`src/rtl/buyruk_ffram_denetleyici_pkg.sv`:
```
// Shared definitions for the instruction-cache controller that drives the
// 512x41 instruction FFRAM: FSM state encoding, entry field positions,
// fetch-address slices and small helpers for building and splitting entries.
package buyruk_ffram_denetleyici_pkg;

    // Geometry of the array and of one entry {valid, tag, instr}.
    localparam int SATIR_N   = 512;
    localparam int ETIKET_W  = 8;
    localparam int SIRA_W    = $clog2(SATIR_N);
    localparam int VERI_W    = 32;
    localparam int GIRIS_W   = 1 + ETIKET_W + VERI_W;

    // Field positions inside a stored entry.
    localparam int VALID_BIT  = 40;
    localparam int ETIKET_MSB = 39;
    localparam int ETIKET_LSB = 32;
    localparam int VERI_MSB   = 31;

    // Where index and tag live in a fetch byte address.
    localparam int SIRA_LSB       = 2;
    localparam int SIRA_MSB       = SIRA_LSB + SIRA_W - 1;
    localparam int ADR_ETIKET_LSB = SIRA_MSB + 1;
    localparam int ADR_ETIKET_MSB = ADR_ETIKET_LSB + ETIKET_W - 1;

    // Byte-lane write enables: lane 4 holds {valid, tag}, lanes 3..0 the word.
    localparam logic [4:0] WEN_YOK     = 5'b00000;
    localparam logic [4:0] WEN_TEMIZLE = 5'b10000;
    localparam logic [4:0] WEN_YAZ     = 5'b11111;

    // Last row the invalidation walk touches before going idle.
    localparam logic [SIRA_W-1:0] SON_SATIR = SIRA_W'(SATIR_N - 1);

    // Controller states.
    typedef enum logic [2:0] {
        TEMIZLE = 3'd0,  // walking the array, clearing valid bits
        BOSTA   = 3'd1,  // idle, serving hits
        ISTE    = 3'd2,  // requesting a line from lower memory
        BEKLE   = 3'd3,  // waiting for lower-memory data
        YAZ     = 3'd4   // writing the refilled entry and responding
    } durum_t;

    // Row index selected by a fetch byte address.
    function automatic logic [SIRA_W-1:0] adres_sira(input logic [31:0] adres);
        return adres[SIRA_MSB:SIRA_LSB];
    endfunction

    // Tag carried by a fetch byte address.
    function automatic logic [ETIKET_W-1:0] adres_etiket(input logic [31:0] adres);
        return adres[ADR_ETIKET_MSB:ADR_ETIKET_LSB];
    endfunction

    // A valid entry holding the given tag and instruction word.
    function automatic logic [GIRIS_W-1:0] giris_yap(input logic [ETIKET_W-1:0] etiket,
                                                     input logic [VERI_W-1:0]   veri);
        return {1'b1, etiket, veri};
    endfunction

    // True when a stored entry is valid and its tag matches.
    function automatic logic giris_eslesir(input logic [GIRIS_W-1:0]  giris,
                                           input logic [ETIKET_W-1:0] etiket);
        return giris[VALID_BIT] && (giris[ETIKET_MSB:ETIKET_LSB] == etiket);
    endfunction

endpackage

```
`src/rtl/buyruk_ffram_denetleyici.sv`:
```
// Direct-mapped instruction-cache controller in front of the 512x41
// byte-enabled instruction FFRAM (asynchronous read, synchronous write).
// Hits are answered in the same cycle from the FFRAM read port; misses are
// refilled from lower memory over a request/response handshake; the whole
// array is invalidated after reset and on fence.i.
//
// Handshakes:
//   fetch  : ist_gecerli_i is held with a stable ist_adres_i until the
//            single-cycle yan_gecerli_o pulse that answers it.
//   memory : the request transfers on a cycle where bel_istek_o and
//            bel_hazir_i are both high; bel_istek_o then drops and the data
//            is taken on the first later cycle with bel_gecerli_i high.
//            bel_gecerli_i outside that waiting window is ignored.
//
// Optional build macro: BUYRUK_DENETLEYICI_SAYAC_EN adds 32-bit hit and miss
// counters (isabet_sayisi_o, iska_sayisi_o), cleared only by reset.
module buyruk_ffram_denetleyici
    import buyruk_ffram_denetleyici_pkg::*;
(
    input  logic                clk_i,
    input  logic                rst_i,

    // Fetch side
    input  logic                ist_gecerli_i,
    input  logic [31:0]         ist_adres_i,
    output logic                yan_gecerli_o,
    output logic [31:0]         yan_veri_o,
    output logic                mesgul_o,
    input  logic                temizle_i,

`ifdef BUYRUK_DENETLEYICI_SAYAC_EN
    // Statistics
    output logic [31:0]         isabet_sayisi_o,
    output logic [31:0]         iska_sayisi_o,
`endif

    // Lower-memory side
    output logic                bel_istek_o,
    output logic [31:0]         bel_adres_o,
    input  logic                bel_hazir_i,
    input  logic                bel_gecerli_i,
    input  logic [31:0]         bel_veri_i,

    // FFRAM side
    output logic [4:0]          ram_wen_o,
    output logic [GIRIS_W-1:0]  ram_veri_o,
    output logic [SIRA_W-1:0]   ram_yadr_o,
    output logic [SIRA_W-1:0]   ram_oadr_o,
    input  logic [GIRIS_W-1:0]  ram_veri_i
);

    durum_t              durum;
    logic [SIRA_W-1:0]   sayac;            // invalidation walk row
    logic                bekleyen_temizle; // fence.i seen during a refill
    logic [31:2]         adres_q;          // word address of the missing fetch
    logic [VERI_W-1:0]   veri_q;           // word returned by lower memory
    logic                yaz_gecerli_q;    // response pulse of the refill
    logic                bel_istek_q;
    logic                mesgul_q;

    logic [31:0]         adres_tam;
    logic                isabet;
    logic                bosta_isabet;
    logic                bosta_iska;
    logic                adres_unused;

    // The low two address bits never matter: fetches are word aligned.
    assign adres_unused = ^ist_adres_i[1:0];

    assign adres_tam  = {adres_q, 2'b00};
    assign ram_oadr_o = adres_sira(ist_adres_i);
    assign isabet     = giris_eslesir(ram_veri_i, adres_etiket(ist_adres_i));

    // A fence.i in the same idle cycle wins over the fetch, which then waits.
    assign bosta_isabet = (durum == BOSTA) && !temizle_i && ist_gecerli_i && isabet;
    assign bosta_iska   = (durum == BOSTA) && !temizle_i && ist_gecerli_i && !isabet;

    // Control FSM with its registered handshake and status outputs.
    always_ff @(posedge clk_i) begin
        if (rst_i) begin
            durum            <= TEMIZLE;
            sayac            <= '0;
            bekleyen_temizle <= 1'b0;
            adres_q          <= '0;
            veri_q           <= '0;
            yaz_gecerli_q    <= 1'b0;
            bel_istek_q      <= 1'b0;
            mesgul_q         <= 1'b1;
        end else begin
            yaz_gecerli_q <= 1'b0;
            case (durum)
                TEMIZLE: begin
                    if (temizle_i) begin
                        sayac <= '0;
                    end else if (sayac == SON_SATIR) begin
                        sayac    <= '0;
                        durum    <= BOSTA;
                        mesgul_q <= 1'b0;
                    end else begin
                        sayac <= sayac + SIRA_W'(1);
                    end
                end
                BOSTA: begin
                    if (temizle_i) begin
                        sayac    <= '0;
                        durum    <= TEMIZLE;
                        mesgul_q <= 1'b1;
                    end else if (bosta_iska) begin
                        adres_q     <= ist_adres_i[31:2];
                        durum       <= ISTE;
                        bel_istek_q <= 1'b1;
                        mesgul_q    <= 1'b1;
                    end
                end
                ISTE: begin
                    if (temizle_i) begin
                        bekleyen_temizle <= 1'b1;
                    end
                    if (bel_hazir_i) begin
                        bel_istek_q <= 1'b0;
                        durum       <= BEKLE;
                    end
                end
                BEKLE: begin
                    if (temizle_i) begin
                        bekleyen_temizle <= 1'b1;
                    end
                    if (bel_gecerli_i) begin
                        veri_q        <= bel_veri_i;
                        yaz_gecerli_q <= 1'b1;
                        durum         <= YAZ;
                    end
                end
                YAZ: begin
                    // The refill has answered; a deferred fence.i runs now.
                    if (bekleyen_temizle || temizle_i) begin
                        bekleyen_temizle <= 1'b0;
                        sayac            <= '0;
                        durum            <= TEMIZLE;
                    end else begin
                        durum    <= BOSTA;
                        mesgul_q <= 1'b0;
                    end
                end
                default: begin
                    sayac            <= '0;
                    bekleyen_temizle <= 1'b0;
                    bel_istek_q      <= 1'b0;
                    mesgul_q         <= 1'b1;
                    durum            <= TEMIZLE;
                end
            endcase
        end
    end

    // FFRAM write port: clearing walk or refill write, nothing otherwise.
    always_comb begin
        ram_wen_o  = WEN_YOK;
        ram_veri_o = '0;
        ram_yadr_o = '0;
        if (!rst_i) begin
            case (durum)
                TEMIZLE: begin
                    ram_wen_o  = WEN_TEMIZLE;
                    ram_yadr_o = sayac;
                end
                YAZ: begin
                    ram_wen_o  = WEN_YAZ;
                    ram_veri_o = giris_yap(adres_etiket(adres_tam), veri_q);
                    ram_yadr_o = adres_sira(adres_tam);
                end
                default: begin
                    ram_wen_o = WEN_YOK;
                end
            endcase
        end
    end

    // Fetch response: same-cycle hit or the registered refill word.
    always_comb begin
        yan_gecerli_o = yaz_gecerli_q || bosta_isabet;
        yan_veri_o    = '0;
        if (yaz_gecerli_q) begin
            yan_veri_o = veri_q;
        end else if (bosta_isabet) begin
            yan_veri_o = ram_veri_i[VERI_MSB:0];
        end
    end

    assign bel_istek_o = bel_istek_q;
    assign bel_adres_o = adres_tam;
    assign mesgul_o    = mesgul_q;

`ifdef BUYRUK_DENETLEYICI_SAYAC_EN
    // Hit/miss statistics; wrap naturally at 2^32.
    always_ff @(posedge clk_i) begin
        if (rst_i) begin
            isabet_sayisi_o <= '0;
            iska_sayisi_o   <= '0;
        end else begin
            if (bosta_isabet) begin
                isabet_sayisi_o <= isabet_sayisi_o + 32'd1;
            end
            if (bosta_iska) begin
                iska_sayisi_o <= iska_sayisi_o + 32'd1;
            end
        end
    end
`endif

endmodule

```
`config.mk`:
```
export PLATFORM = sky130hd
export DESIGN_NAME = buyruk_ffram_denetleyici
export DESIGN_NICKNAME = d
export VERILOG_FILES = /design/src/rtl/buyruk_ffram_denetleyici_pkg.sv /design/src/rtl/buyruk_ffram_denetleyici.sv
export SDC_FILE = /design/constraint.sdc
export NUM_CORES = 1
export LEC_CHECK = 0
export CAP_MARGIN = 5
export CORE_ASPECT_RATIO = 0.8
export CORE_UTILIZATION = 34
export DETAILED_ROUTE_END_ITERATION = 7
export PLACE_DENSITY = 0.88
export SLEW_MARGIN = 40
export SYNTH_ARGS = -nofsm -noshare
export SYNTH_HDL_FRONTEND = slang
export SYNTH_SLANG_ARGS = --single-unit
```
`constraint.sdc`:
```
create_clock -name clk_i -period 1.85 [get_ports clk_i]
set_input_delay 0.37 -clock clk_i [delete_from_list [all_inputs] [get_ports clk_i]]
set_output_delay 0.37 -clock clk_i [all_outputs]
set_load 0.005 [all_outputs]
```
## Word-level counts from Yosys, hierarchy flattened

Cells that the tools add are included.

| word-level totals | value |
|---|---|
| register bits | 78 |
| bits of input ports | 111 |
| output and inout port bits | 131 |
| word-level logic and storage cells | 86 |

| cells by class | value |
|---|---|
| add/subtract/negate cells | 1 |
| equality and inequality tests | 17 |
| mux-type cells | 34 |
| bitwise operators | 5 |
| reductions and logical operators | 21 |

Operators with widths:

| operator | number |
|---|---|
| $mux W41 | 2 |
| $mux W32 | 2 |
| $mux W9 | 5 |
| $pmux W9 S4 | 1 |
| $mux W3 | 6 |
| $ne A2 B2 Y1 const B | 9 |
| $pmux W9 S2 | 1 |
| $pmux W3 S5 | 1 |
| $mux W1 | 11 |
| $pmux W5 S2 | 1 |
| $reduce_and A5 Y1 | 2 |
| $add A9 B1 Y9 const B | 1 |
| $eq A9 B9 Y1 const B | 1 |
| $reduce_and A3 Y1 | 3 |
| $eq A8 B8 Y1 | 1 |
| $eq A3 B2 Y1 const B | 2 |
| $pmux W1 S3 | 2 |
| $reduce_or A2 Y1 | 3 |
| $logic_and A1 B1 Y1 | 5 |
| $mux W5 | 1 |
| $not A1 Y1 | 5 |
| $pmux W1 S4 | 1 |
| $reduce_and A4 Y1 | 1 |
| $eq A3 B1 Y1 const B | 1 |
| 8 further kinds | 10 |

## Logic depth before layout (Yosys ltp)

| depth | value |
|---|---|
| depth in word-level cells | 7 |
| depth in mapped cells | 10 |
| gate-level depth less buffers | 10 |

## Least setup slack after synthesis

OpenSTA, ideal clock, no wires.

| timing | value |
|---|---|
| path kind | input -> output |
| start point | in ist_adres_i[11] |
| end point | out yan_veri_o[21] |
| arrival time | 1500 ps |
| required time | 1480 ps |
| setup slack | -20 ps |
| cell stages on the path | 7 |
| buffers on the path | 2 |
| cell sequence | xnor2_1 nand3_1 nor3_1 and3b_1 buf_2 buf_6 a22o_1 |

| between the ends | value |
|---|---|
| cells in the longest elaborated chain, start to end | 5 |

Ends and longest elaborated chain:

| what | RTL line | text |
|---|---|---|
| start, declared | buyruk_ffram_denetleyici.sv:25 | `input logic [31:0] ist_adres_i,` |
| $eq A8 B8 Y1 | buyruk_ffram_denetleyici_pkg.sv:61 | `return giris[VALID_BIT] && (giris[ETIKET_MSB:ETIKET_LSB] == etiket);` |
| $logic_and A1 B1 Y1 | buyruk_ffram_denetleyici_pkg.sv:61 |  |
| $logic_and A1 B1 Y1 | buyruk_ffram_denetleyici.sv:75 | `assign bosta_isabet = (durum == BOSTA) && !temizle_i && ist_gecerli_i && isabet;` |
| $mux W32 | buyruk_ffram_denetleyici.sv:185 | `end else if (bosta_isabet) begin` |
| $mux W32 | buyruk_ffram_denetleyici.sv:183 | `if (yaz_gecerli_q) begin` |
| end, declared | buyruk_ffram_denetleyici.sv:27 | `output logic [31:0] yan_veri_o,` |

No other way between the ends.

## Final worst setup path

| timing | value |
|---|---|
| start point | reg durum[1] |
| end point | out ram_wen_o[3] |

| between the ends | value |
|---|---|
| cells in the longest elaborated chain, start to end | 3 |
| elaborated cells on any way between the ends | 4 |
| classes of those cells | 1 x eq/ne; 2 x mux; 1 x reduce/logical |

Ends and longest elaborated chain:

| what | RTL line | text |
|---|---|---|
| start, declared | buyruk_ffram_denetleyici.sv:52 | `durum_t durum;` |
| start signal, assigned | buyruk_ffram_denetleyici.sv:81 | `durum <= TEMIZLE;` |
| start signal, assigned | buyruk_ffram_denetleyici.sv:97 | `durum <= BOSTA;` |
| start signal, assigned | buyruk_ffram_denetleyici.sv:106 | `durum <= TEMIZLE;` |
| $eq A3 B3 Y1 or $logic_not A3 Y1 (tied branches) | buyruk_ffram_denetleyici.sv:162 | `case (durum)` |
| $pmux W5 S2 (*) | buyruk_ffram_denetleyici.sv:162 |  |
| $mux W5 (*) | buyruk_ffram_denetleyici.sv:161 | `if (!rst_i) begin` |
| end, declared | buyruk_ffram_denetleyici.sv:45 | `output logic [4:0] ram_wen_o,` |

Every way passes the cells marked *; elsewhere a longest branch is shown, timed or not.

==> flow_summary.toml <==
[layout]
seqCellArea_mm2 = 0.00157
multi_input_comb_area_mm2 = 0.00241
nNetsFinal = 869
areaGrowthSynthToFinish_pct = 89.7
n_fill_cell = 848
drive_gt1_share_pct = 34.6
fin_cells = 910
design_area_mm2 = 0.00758
final_core_util_pct = 66.0

[synth]
synth.avg_cell_area_um2 = 8.48
synthTopCellsByArea = "dfxtp_1, mux2i_1, a22o_1"
async_flop_share_pct = 0
synth-edff-count = 0
synth_common_cells = "dfxtp_1, nand2_1, nor2_1, and3_1, a22o_1"
synth_most_common_cell = "dfxtp_1"
synth_top_cell_by_area = "dfxtp_1"
ys.flop_type = "dfxtp_1"
syn_area_mm2 = 0.00399
yosys_warnings = 0
ys_seq_area_share_pct = 39.1
synth_top_area_share_pct = 39.1
syn-instance-count = 471
ys_ff_latch = 78
synth_cell_types = 43

[clocking]
htree_levels = 3
cts_buffer_depth = 2
numCtsBuffers = 9
ctsHoldBuffers = 0
clk_latency_ns = 0.34
cts.sinks = 78
cts_tree = "yes"
clkSlewWorstSetupHoldPaths_ns = 0.07
root_buffer = "clkbuf_16"

[route]
dr.pass1.iters = 5
wl_per_cell_um = 18.5
drc_errors = 0
vias_per_cell = 5.24
wirelength_mm = 16.8
drt_iter0_markers = 264
postRouteAntennaNets = 0
vias = 4767

[setup_path]
critPathMaxFanout = 5
crit_path_end_kind = "output port"
r2r_end = "adres_q[18]$_SDFFE_PP0P_"
startpoint = "durum[1]$_SDFFE_PP0P_"
reg2reg_depth = 11
worstPathCellList = "buf_6 -> or3_4 -> buf_6 -> nor2_4 -> buf_6 -> buf_6 -> buf_6 -> buf_6 -> buf_6 -> buf_6"
worstSetupPathType = "register to output port"
worstPathArrival_ns = 2.07
crit_path_end = "ram_wen_o[3]"
critPathRequiredTime_ns = 1.48
r2r-start = "durum[2]$_SDFFE_PP0P_"
startpoint_type = "register"
crit_top_cell = "buf_6"
r2r_setup_slack_ns = -0.22
max_stage_delay_ns = 0.41
critPathSlowestCell = "or3_4"

[place]
place_area_mm2 = 0.00657
dpl.hpwl_mm = 9.74
io_buffers = 237
routabilityCongestion = 0.870
dp_cells = 843
dpl_worst_slack_ns = -1.06

[worst_hold_path]
hold_start = "ist_adres_i[17]"
hold_class = "input port to register"

[sta]
report.final.slew_viol_count = 0
hold_slack_ns = 0.324
worst_slew_pin_slew_ns = 0.791
final.min_clock_period_ns = 2.44
relSlewSlack_pct = 47.2
min_period_over_period_pct = 132
finalClockSkew_ns = 0.00857
final.setup.tns_ns = -43.52
max_freq_mhz = 411
finalSetupViolations = 120
rsz0062_at_grt = "true"
finalHoldViolations = 0
setup_ws_ns = -0.585

[grt]
grt_max_degree = 75
grt_overflow_total = 0
use_met2_pct = 49.3
grtUsageMet1_pct = 27.0
grt_pass1_vias = 4727
grt_pass1_wl_mm = 24.4
antenna_found_initial = 1
grt_usage_pct = 26.0
use_met3_pct = 6.94
grt_busiest_layer = "met2"

[pwr]
finalPower_mw = 4.38
vdd.ir_drop.worst_v = 0.000403
p_switching_mw = 1.15
leakagePower_nw = 3.45
p_int_mw = 3.23
p_per_area_mw_per_mm2 = 578
seq_power_share_pct = 39.6
clockPowerShare_pct = 38.1
comb_power_share_pct = 22.3
p_sw_share_pct = 26.3

[run_status]
violations = "setup timing"
status = "finished with violations"

[floorplanning]
core_area_mm2 = 0.0115
die_area_mm2 = 0.0122
die_x_um = 123
ios = 242
initial_core_util_pct = 34.8
dieHeight_um = 98.9
rows = 35

[run]
drv_cap = 0
per-layer routing:
metal / vias up / wire length, µm
met5: - / 0
met4: 0 / 500
met3: 43 / 1270
met2: 253 / 8730
met1: 2261 / 6350
li1: 2210 / -
worst min-delay path by stage:
stage / to / slack, ns / depth (start not counted)
finish: adres_q[17]$_SDFFE_PP0P_ / 0.32 / 3
global route: adres_q[17]$_SDFFE_PP0P_ / 0.31 / 3
CTS: adres_q[17]$_SDFFE_PP0P_ / 0.28 / 3
detailed placement: veri_q[17]$_SDFFE_PP0P_ / 0.46 / 2
global placement: veri_q[11]$_SDFFE_PP0P_ / 0.45 / 2
floorplan: veri_q[0]$_SDFFE_PP0P_ / 0.45 / 2
cell usage in the layout, fill, tap and decap left out, drive strengths merged, types with 3 or more instances in the layout:
master and count:
buf 179, clkdlybuf4s50 130, dfxtp 78, nand2 72, nor2 52, and3 44, a22o 39, mux2i 36
a21oi 34, clkbuf 16, xnor2 11, dlygate4sd2 7, inv 7, nand3 5, nor3 4, nand4 3
or3 3, o31ai 3, o21ai 3, clkinv 3
power by group through the flow:
stage	Combinational (mW)	Sequential [mW]	Clock (mW)
6_report	0.979	1.74	1.67
4_1_cts	0.862	1.73	1.71
2_1_floorplan	0.256	1.77	0
3_3_place_gp	0.652	1.77	0
3_5_place_dp	0.665	1.77	0
5_1_grt	1.03	1.74	1.80
logic make-up (layout without fill, tap and decap cells):
logic type      after synthesis  in the layout  share of synthesized area [%]
fa+ha+maj                     2              2                          0.626
mux                          36             36                           9.02
xor+xnor                     13             13                           2.85
buf+inv                      58            347                           8.68
other cells                   1              3                         0.0939
flops                        78             78                           39.1
compound gates               91             91                           16.5
simple gates                192            192                           23.1
flip-flops by register name (all words and copies together) (netlist names):
name / cells
adres_q: 30
bekleyen_temizle: 1
bel_istek_o: 1
durum: 3
mesgul_o: 1
sayac: 9
veri_q: 32
yaz_gecerli_q: 1
what timing repair did:
action / 4_1_cts / 5_1_grt
buffers inserted: 48 / 24
setup endpoints to repair: 126 / 127
resized for setup: 412 / 142
pin swaps: 62 / 34
gates cloned: 8 / 2
cell type report:
type                            instances  area share (%)
Timing Repair Buffer                  326            40.8
Clock buffer                            9            2.97
Clock inverter                          7           0.760
Tap cell                              148            2.44
Inverter                                5           0.413
Antenna cell                            1          0.0330
Sequential cell                        78            20.8
Multi-Input combinational cell        336            31.8
critical path, delay by kind of cell, from the launching register on:
family                 cells  cell delay, ns
buffers and inverters      8            0.81
AND/OR/NAND/NOR            2            0.56
flip-flops                 1            0.36
Power figures use the tool's default switching activity.
